### src/rtl/fifo_ram_ctrl.sv
// Synchronous FIFO controller driving the write and read ports of a dual-port RAM.
// Owns the pointers, occupancy count, status flags, sticky error flags and the registered pop data.
module fifo_ram_ctrl #(
    parameter int DATA_WIDTH = 8,
    parameter int ADDR_WIDTH = 8,
    parameter int AF_LEVEL   = (1 << ADDR_WIDTH) - 2,
    parameter int AE_LEVEL   = 2
) (
    input  logic                  clk,
    input  logic                  rst,
    input  logic                  flush,
    input  logic                  push,
    input  logic [DATA_WIDTH-1:0] push_data,
    input  logic                  pop,
    output logic [DATA_WIDTH-1:0] pop_data,
    output logic                  pop_valid,
    output logic                  full,
    output logic                  empty,
    output logic                  almost_full,
    output logic                  almost_empty,
    output logic [ADDR_WIDTH:0]   count,
    output logic                  overflow,
    output logic                  underflow,
    input  logic                  clear_err,
    output logic [ADDR_WIDTH-1:0] ram_address_0,
    output logic                  ram_chip_enable_0,
    output logic                  ram_write_read_0,
    output logic [DATA_WIDTH-1:0] ram_data_0,
    output logic [ADDR_WIDTH-1:0] ram_address_1,
    output logic                  ram_chip_enable_1,
    output logic                  ram_write_read_1,
    input  logic [DATA_WIDTH-1:0] ram_data_1,
    output logic                  ram_full,
    output logic [1:0]            state_dbg
);

    // Handshake: push and pop are requests sampled on the rising edge. A request is
    // accepted only when the start-of-cycle flags allow it (push needs !full, pop needs
    // !empty) and flush is low; rejected requests leave no trace except the sticky
    // overflow/underflow flag. An accepted pop returns data with pop_valid one cycle later.

    localparam logic [ADDR_WIDTH:0] DEPTH_CNT = {1'b1, {ADDR_WIDTH{1'b0}}};
    localparam logic [ADDR_WIDTH:0] LAST_CNT  = DEPTH_CNT - 1'b1;
    localparam logic [ADDR_WIDTH:0] ONE_CNT   = {{ADDR_WIDTH{1'b0}}, 1'b1};
    localparam logic [ADDR_WIDTH:0] AF_CNT    = AF_LEVEL[ADDR_WIDTH:0];
    localparam logic [ADDR_WIDTH:0] AE_CNT    = AE_LEVEL[ADDR_WIDTH:0];

    typedef enum logic [1:0] {
        ST_EMPTY  = 2'd0,
        ST_ACTIVE = 2'd1,
        ST_FULL   = 2'd2
    } state_t;

    state_t                state, state_nxt;
    logic [ADDR_WIDTH:0]   wptr, wptr_nxt;
    logic [ADDR_WIDTH:0]   rptr, rptr_nxt;
    logic [ADDR_WIDTH:0]   count_nxt;
    logic                  push_acc;
    logic                  pop_acc;
    logic                  ovf_set;
    logic                  udf_set;

    assign full      = (state == ST_FULL);
    assign empty     = (state == ST_EMPTY);
    assign ram_full  = full;
    assign state_dbg = state;

    // rst gating keeps the RAM enables low while reset is held, not just after an edge.
    assign push_acc = push & ~full  & ~flush & ~rst;
    assign pop_acc  = pop  & ~empty & ~flush & ~rst;
    assign ovf_set  = push & full  & ~flush;
    assign udf_set  = pop  & empty & ~flush;

    assign ram_chip_enable_0 = push_acc;
    assign ram_address_0     = wptr[ADDR_WIDTH-1:0];
    assign ram_data_0        = push_data;
    assign ram_write_read_0  = 1'b1;
    assign ram_chip_enable_1 = pop_acc;
    assign ram_address_1     = rptr[ADDR_WIDTH-1:0];
    assign ram_write_read_1  = 1'b0;

    always_comb begin
        wptr_nxt  = wptr;
        rptr_nxt  = rptr;
        count_nxt = count;
        state_nxt = state;
        if (flush) begin
            wptr_nxt  = '0;
            rptr_nxt  = '0;
            count_nxt = '0;
            state_nxt = ST_EMPTY;
        end else begin
            if (push_acc) wptr_nxt = wptr + 1'b1;
            if (pop_acc)  rptr_nxt = rptr + 1'b1;
            case ({push_acc, pop_acc})
                2'b10:   count_nxt = count + 1'b1;
                2'b01:   count_nxt = count - 1'b1;
                default: count_nxt = count;
            endcase
            case (state)
                ST_EMPTY: begin
                    if (push_acc && !pop_acc) state_nxt = ST_ACTIVE;
                end
                ST_ACTIVE: begin
                    if (pop_acc && !push_acc && count == ONE_CNT)
                        state_nxt = ST_EMPTY;
                    else if (push_acc && !pop_acc && count == LAST_CNT)
                        state_nxt = ST_FULL;
                end
                ST_FULL: begin
                    if (pop_acc) state_nxt = ST_ACTIVE;
                end
                default: state_nxt = ST_EMPTY;
            endcase
        end
    end

    always_ff @(posedge clk or posedge rst) begin
        if (rst) begin
            state        <= ST_EMPTY;
            wptr         <= '0;
            rptr         <= '0;
            count        <= '0;
            almost_full  <= 1'b0;
            almost_empty <= 1'b1;
            pop_valid    <= 1'b0;
            pop_data     <= '0;
            overflow     <= 1'b0;
            underflow    <= 1'b0;
        end else begin
            state        <= state_nxt;
            wptr         <= wptr_nxt;
            rptr         <= rptr_nxt;
            count        <= count_nxt;
            // Flags follow the next count so they line up with count itself.
            almost_full  <= (count_nxt >= AF_CNT);
            almost_empty <= (count_nxt <= AE_CNT);
            pop_valid    <= pop_acc;
            if (pop_acc) pop_data <= ram_data_1;
            overflow     <= ovf_set | (overflow  & ~clear_err);
            underflow    <= udf_set | (underflow & ~clear_err);
        end
    end

endmodule

### config.mk
export PLATFORM = sky130hd
export DESIGN_NAME = fifo_ram_ctrl
export DESIGN_NICKNAME = d
export VERILOG_FILES = /design/src/rtl/fifo_ram_ctrl.sv
export SDC_FILE = /design/constraint.sdc
export NUM_CORES = 1
export LEC_CHECK = 0
export CAP_MARGIN = 20
export CORE_UTILIZATION = 35
export CTS_BUF_LIST = sky130_fd_sc_hd__clkbuf_8
export CTS_CLUSTER_DIAMETER = 150
export DETAILED_ROUTE_END_ITERATION = 12
export GPL_ROUTABILITY_DRIVEN = 0
export PLACE_DENSITY = 0.75
export SYNTH_ARGS = -nofsm -noshare
export SYNTH_HDL_FRONTEND = slang
export SYNTH_SLANG_ARGS = --single-unit
### constraint.sdc
create_clock -name clk -period 6.02 [get_ports clk]
set_input_delay 1.204 -clock clk [delete_from_list [all_inputs] [get_ports clk]]
set_output_delay 1.204 -clock clk [all_outputs]
set_load 0.02 [all_outputs]
## Yosys cells after proc, flatten, opt, wreduce, memory -nomap -nowiden

Index checks and enable logic that the tools add are counted.

- Bitwise logic cells: 19
- Multiplexer cells: 12
- $add $sub $neg: 4
- Reductions and logical operators: 10
- Equal/unequal tests: 9
- Order comparisons: 2

Operators by type and width:

| kind | number |
|---|---|
| $mux 9 | 5 |
| $add 9x1->9 const B | 3 |
| $pmux 9 s2 | 1 |
| $and 1x1->1 | 12 |
| $mux 2 | 5 |
| $eq 9x1->1 const B | 1 |
| $eq 9x8->1 const B | 1 |
| $ge 9x8->1 const B | 1 |
| $le 9x2->1 const B | 1 |
| $sub 9x1->9 const B | 1 |
| $ne 3x2->1 const B | 2 |
| $pmux 2 s3 | 1 |
| $not 1->1 | 5 |
| $eq 2x1->1 const B | 2 |
| $eq 2x2->1 const B | 2 |
| $logic_and 1x1->1 | 4 |
| $ne 4x4->1 const B | 1 |
| $reduce_bool 2->1 | 2 |
| $reduce_and 3->1 | 1 |
| $logic_not 1->1 | 2 |
| $logic_not 2->1 | 1 |
| $or 1x1->1 | 2 |

- Input port bits: 22
- Register bits after elaboration: 42

## Depth between registers and ports, before layout

- Depth after elaboration: 12
- Mapped depth: 9
- Depth with buffers taken out: 8

## Least setup slack after synthesis

Ideal clock, no wire load.

- Path type: input to output
- Start: input flush
- End: output ram_chip_enable_1
- Buffers on the path: 2
- Data required time: 4816 ps
- Setup slack: 2604 ps
- Cell stages on the path: 5
- Data arrival time: 2212 ps
- Path through: buf_6 -> nor3b_4 -> nand2_1 -> inv_1 -> buf_1

- Longest elaborated chain between the ends: 3

RTL lines:

| item | line | text |
|---|---|---|
| start: declaration | 11 | `input logic flush,` |
| $not 1->1 | 70 | `assign pop_acc = pop & ~empty & ~flush & ~rst;` |
| $and 1x1->1 (2 in series) | 70 |  |
| end: declaration | 30 | `output logic ram_chip_enable_1,` |

No other way between the ends.

## Final worst setup path

- Start: input pop
- End: output ram_chip_enable_1

- Longest elaborated chain between the ends: 3

RTL lines:

| item | line | text |
|---|---|---|
| start: declaration | 14 | `input logic pop,` |
| $and 1x1->1 (3 in series) | 70 |  |

No other way between the ends.

==> impl.org <==
** Floorplan
- Initial core utilization :: 36.5%
- # IOs :: 77
- Die ar. :: 0.00703 mm2
- Core area :: 0.00642 mm2
- From bottom edge to top edge, the die measures 83.9 um.
- Row generation in the floorplan step produced 29 rows.
- Die Wd :: 83.9 um

** Timing
- Setup Skew :: 0.00732 ns
- Final Max Slew Viols :: 0
- Setup repair after global routing left no endpoint under its margin.
- Post-route worst hold slack :: 0.480 ns
- Adding up every negative setup slack in the final design gives 0 ns.
- Counting I/O delays and the setup requirement, the final critical path takes 4.40 ns.
- Headroom to the max-slew limit came out at 56.6%.
- Final worst-path cycle share :: 73.0%
- Final Hold Viols :: 0
- After layout, the worst setup slack is 1.62 ns.
- Final setup violation count :: 0
- At the pin with the least slew margin, the transition time is 0.643 ns.
- Based on the critical path, the design can be clocked at up to 227 MHz.

** Logic synthesis
- Sequential fraction of the synthesis area :: 42.7%
- After synthesis the netlist holds a flip-flop and latch count of 40.
- Fraction of registers with async set/reset :: 100%
- Net Count, Synth :: 269
- Dominant cell by count in the synthesized netlist :: dfrtp_1
- The cell area that synthesis handed to floorplanning was 0.00235 mm2.
- Proportion of netlist area held by the largest area contributor :: 41.6%
- dfrtp_1 takes more of the synthesized area than any other cell.
- Number of distinct library cells after synthesis :: 62
- The Yosys step of the flow raised 0 warnings.
- The average instance in the mapped netlist occupies 9.73 um2.
- Leading post-synthesis cells by cell area :: dfrtp_1 42%, nand2_1 5.9%, buf_4 3.8%
- Commonest cells in the netlist :: 39 x dfrtp_1, 37 x nand2_1, 23 x nor2_1
- Post-synthesis instance total :: 241
- Most instantiated flip-flop cell in the synthesis netlist :: dfrtp_1
- In this run, synthesis inferred 0 flip-flops with an integrated enable.

** Power
- Peak supply drop :: 0.137 mV
- LEAKAGE :: 1.37 nW
- Summed over all nets, the switching power comes to 0.172 mW.
- Net switching is 25.9% of the power.
- Sequential cell fraction of total power :: 45.2%
- Internal :: 0.491 mW
- Total Power :: 0.663 mW
- Combinational cells account for 18.6% of the total power.
- In this run, the clock network consumes 36.2% of the power.
- For this design the ratio of total power to cell area is 221 mW/mm2.

** Drt
- Wire length per cell :: 13.9 um
- Summing over every cut layer, the via total after detailed routing is 1806.
- Using the TritonRoute via totals, the vias-per-cell ratio works out to 4.95.
- DRC Markers :: 10
- Iteration-0 DRC Markers :: 123
- First drt pass iteration count :: 9
- The final layout contains routed wiring with a total length of 5060 um.
- The count of nets left with antenna violations once routing finished came out at 0.

** Cells and area
- The net count of the finished layout is 315.
- Post-route cell area :: 0.00300 mm2
- Relative to the synthesized area, the layout overhead comes to 27.9%.
- Total area of sequential cells :: 0.00100 mm2
- The number of antenna diodes in the final layout is 0.
- Summing all multi-input logic gate instances after layout gives 0.00112 mm2.
- Fillcell total :: 596
- In the final layout, the share of cells above drive strength 1 is 11.5%.

** Clocking
- Resized cells post-CTS :: 0
- Clock tree from TritonCTS :: done
- The clock reaches the later pin of the worst-skew pair after 0.29 ns.
- Clock edge transition at the registers on the reported setup and hold paths :: 0.07 ns
- Number of CTS-inserted buffers :: 5
- CTS Hold Bufs :: 0
- Clock root buffer :: clkbuf_8
- Buffers added to address setup during post-CTS repair amount to 0.
- Num Clock Sinks :: 40
- # H-tree levels :: 2
- Counting along the longest clock path gives a buffer depth of 2.

** Run status
- The checks that failed: design-rule violations.
- Run status :: finished, violations left

** Critical path
- Setup crit end kind :: output pin
- Signal arrival time at the worst endpoint :: 3.19 ns
- Of all nets on the critical path, the largest fanout is 17.
- The worst register-to-register path has a depth of 8.
- For the worst setup path, the data required time is 4.82 ns.
- The worst setup path is of the in -> out kind.
- Worst Setup Start Kind :: input pin

** Global routing
- The initial antenna violation count is 0.
- Pin count of the biggest net entering global routing :: 41
- Global routing used 15.5% of the available tracks.
- Number of global-route vias before repair :: 1729
- After global routing the overflow that remains totals 0.
- The first global-routing pass estimated 8700 um of wire.

** Job
- Max-cap violations in this run came to 0.

** Worst hold path
- Classification of the worst-slack hold path :: reg -> reg
- Hold Crit Depth :: 1

** Place
- Placed standard-cell area :: 0.00287 mm2
- HPWL after DPL :: 3740 um
- Number of port buffers :: 58
- OpenSTA, run right after detailed placement, puts the worst setup slack at 1.60 ns.
## final timing paths
check                                    start                      to  slack [ns]
max reg2reg                 count[0]$_DFF_PP0_   almost_full$_DFF_PP0_        3.68
max in group asynchronous                  rst  almost_empty$_DFF_PP1_        4.13
min reg2reg                wptr[7]$_DFFE_PP0P_     wptr[7]$_DFFE_PP0P_        0.48
min in group asynchronous                  rst      count[1]$_DFF_PP0_        1.54
min                        wptr[7]$_DFFE_PP0P_     wptr[7]$_DFFE_PP0P_        0.48
max                                        pop       ram_chip_enable_1        1.62
## metrics by stage
| stage | util [%] | instances |
|---|---|---|
| 2_1_floorplan | - | 241 |
| 3_3_place_gp | 44.7 | 357 |
| 3_5_place_dp | 44.7 | 357 |
| 4_1_cts | 46.7 | 365 |
| 5_1_grt | 46.7 | 365 |
| 6_report | 46.7 | 365 |
## registers in the layout (all words and copies together) (netlist names)
register	count
almost_full	1
state_dbg	2
rptr	8
pop_valid	1
underflow	1
almost_empty	1
pop_data	8
count	9
wptr	8
overflow	1
## cells in the final DEF, fill, tap and decap left out, types with 5 or more instances in the layout
master | synthesis | final
a21oi_1 | 5 | 5
clkbuf_8 | 1 | 7
clkdlybuf4s50_1 | 0 | 58
dfrtp_1 | 39 | 39
ha_1 | 6 | 6
inv_1 | 15 | 15
nand2_1 | 37 | 37
nand3_1 | 7 | 7
nand4_1 | 7 | 7
nor2_1 | 23 | 23
o21ai_0 | 6 | 6
xor2_1 | 9 | 9
## power by group through the flow
stage                     Clock (mW)  Combinational [mW]  Sequential (mW)
after floorplan                    0              0.0578            0.325
after global placement             0               0.123            0.305
after detailed placement           0               0.125            0.305
after CTS                      0.246               0.125            0.300
after global routing           0.258               0.134            0.302
final                          0.240               0.124            0.300
## worst max-delay path: stages
cell	delay (ns)
clkdlybuf4s50_1	0.57
nor3b_4	0.24
nand2_1	0.09
inv_1	0.38
clkdlybuf4s50_1	0.70
## cell families (layout without fill, tap and decap cells)
group	Yosys count	count (layout)	share of synthesized area [%]
xor+xnor	13	13	4.85
other cells	2	2	0.320
fa+ha+maj	6	6	3.20
mux	4	4	1.97
flops	40	40	42.7
simple gates	107	107	25.5
buf+inv	37	84	9.71
compound gates	32	32	11.7
## final cells by class
| type | count | share of cell area (%) |
|---|---|---|
| multi-input cells | 164 | 37.2 |
| clock inverters | 1 | 1.00 |
| inverters | 15 | 1.88 |
| clock buffers | 7 | 3.21 |
| well taps | 77 | 3.21 |
| repair buffers | 61 | 20.1 |
| flip-flops and latches | 40 | 33.4 |
## metal layers
metal | track usage (%) | share of wire (%) | vias up
met5 | 0 | 0 | -
met4 | 6.11 | 1.3 | 0
met3 | 4.15 | 7.3 | 8
met2 | 23.7 | 46 | 52
met1 | 20.9 | 45 | 846
li1 | - | - | 900
No activity file was read; power rests on OpenSTA's default activity.
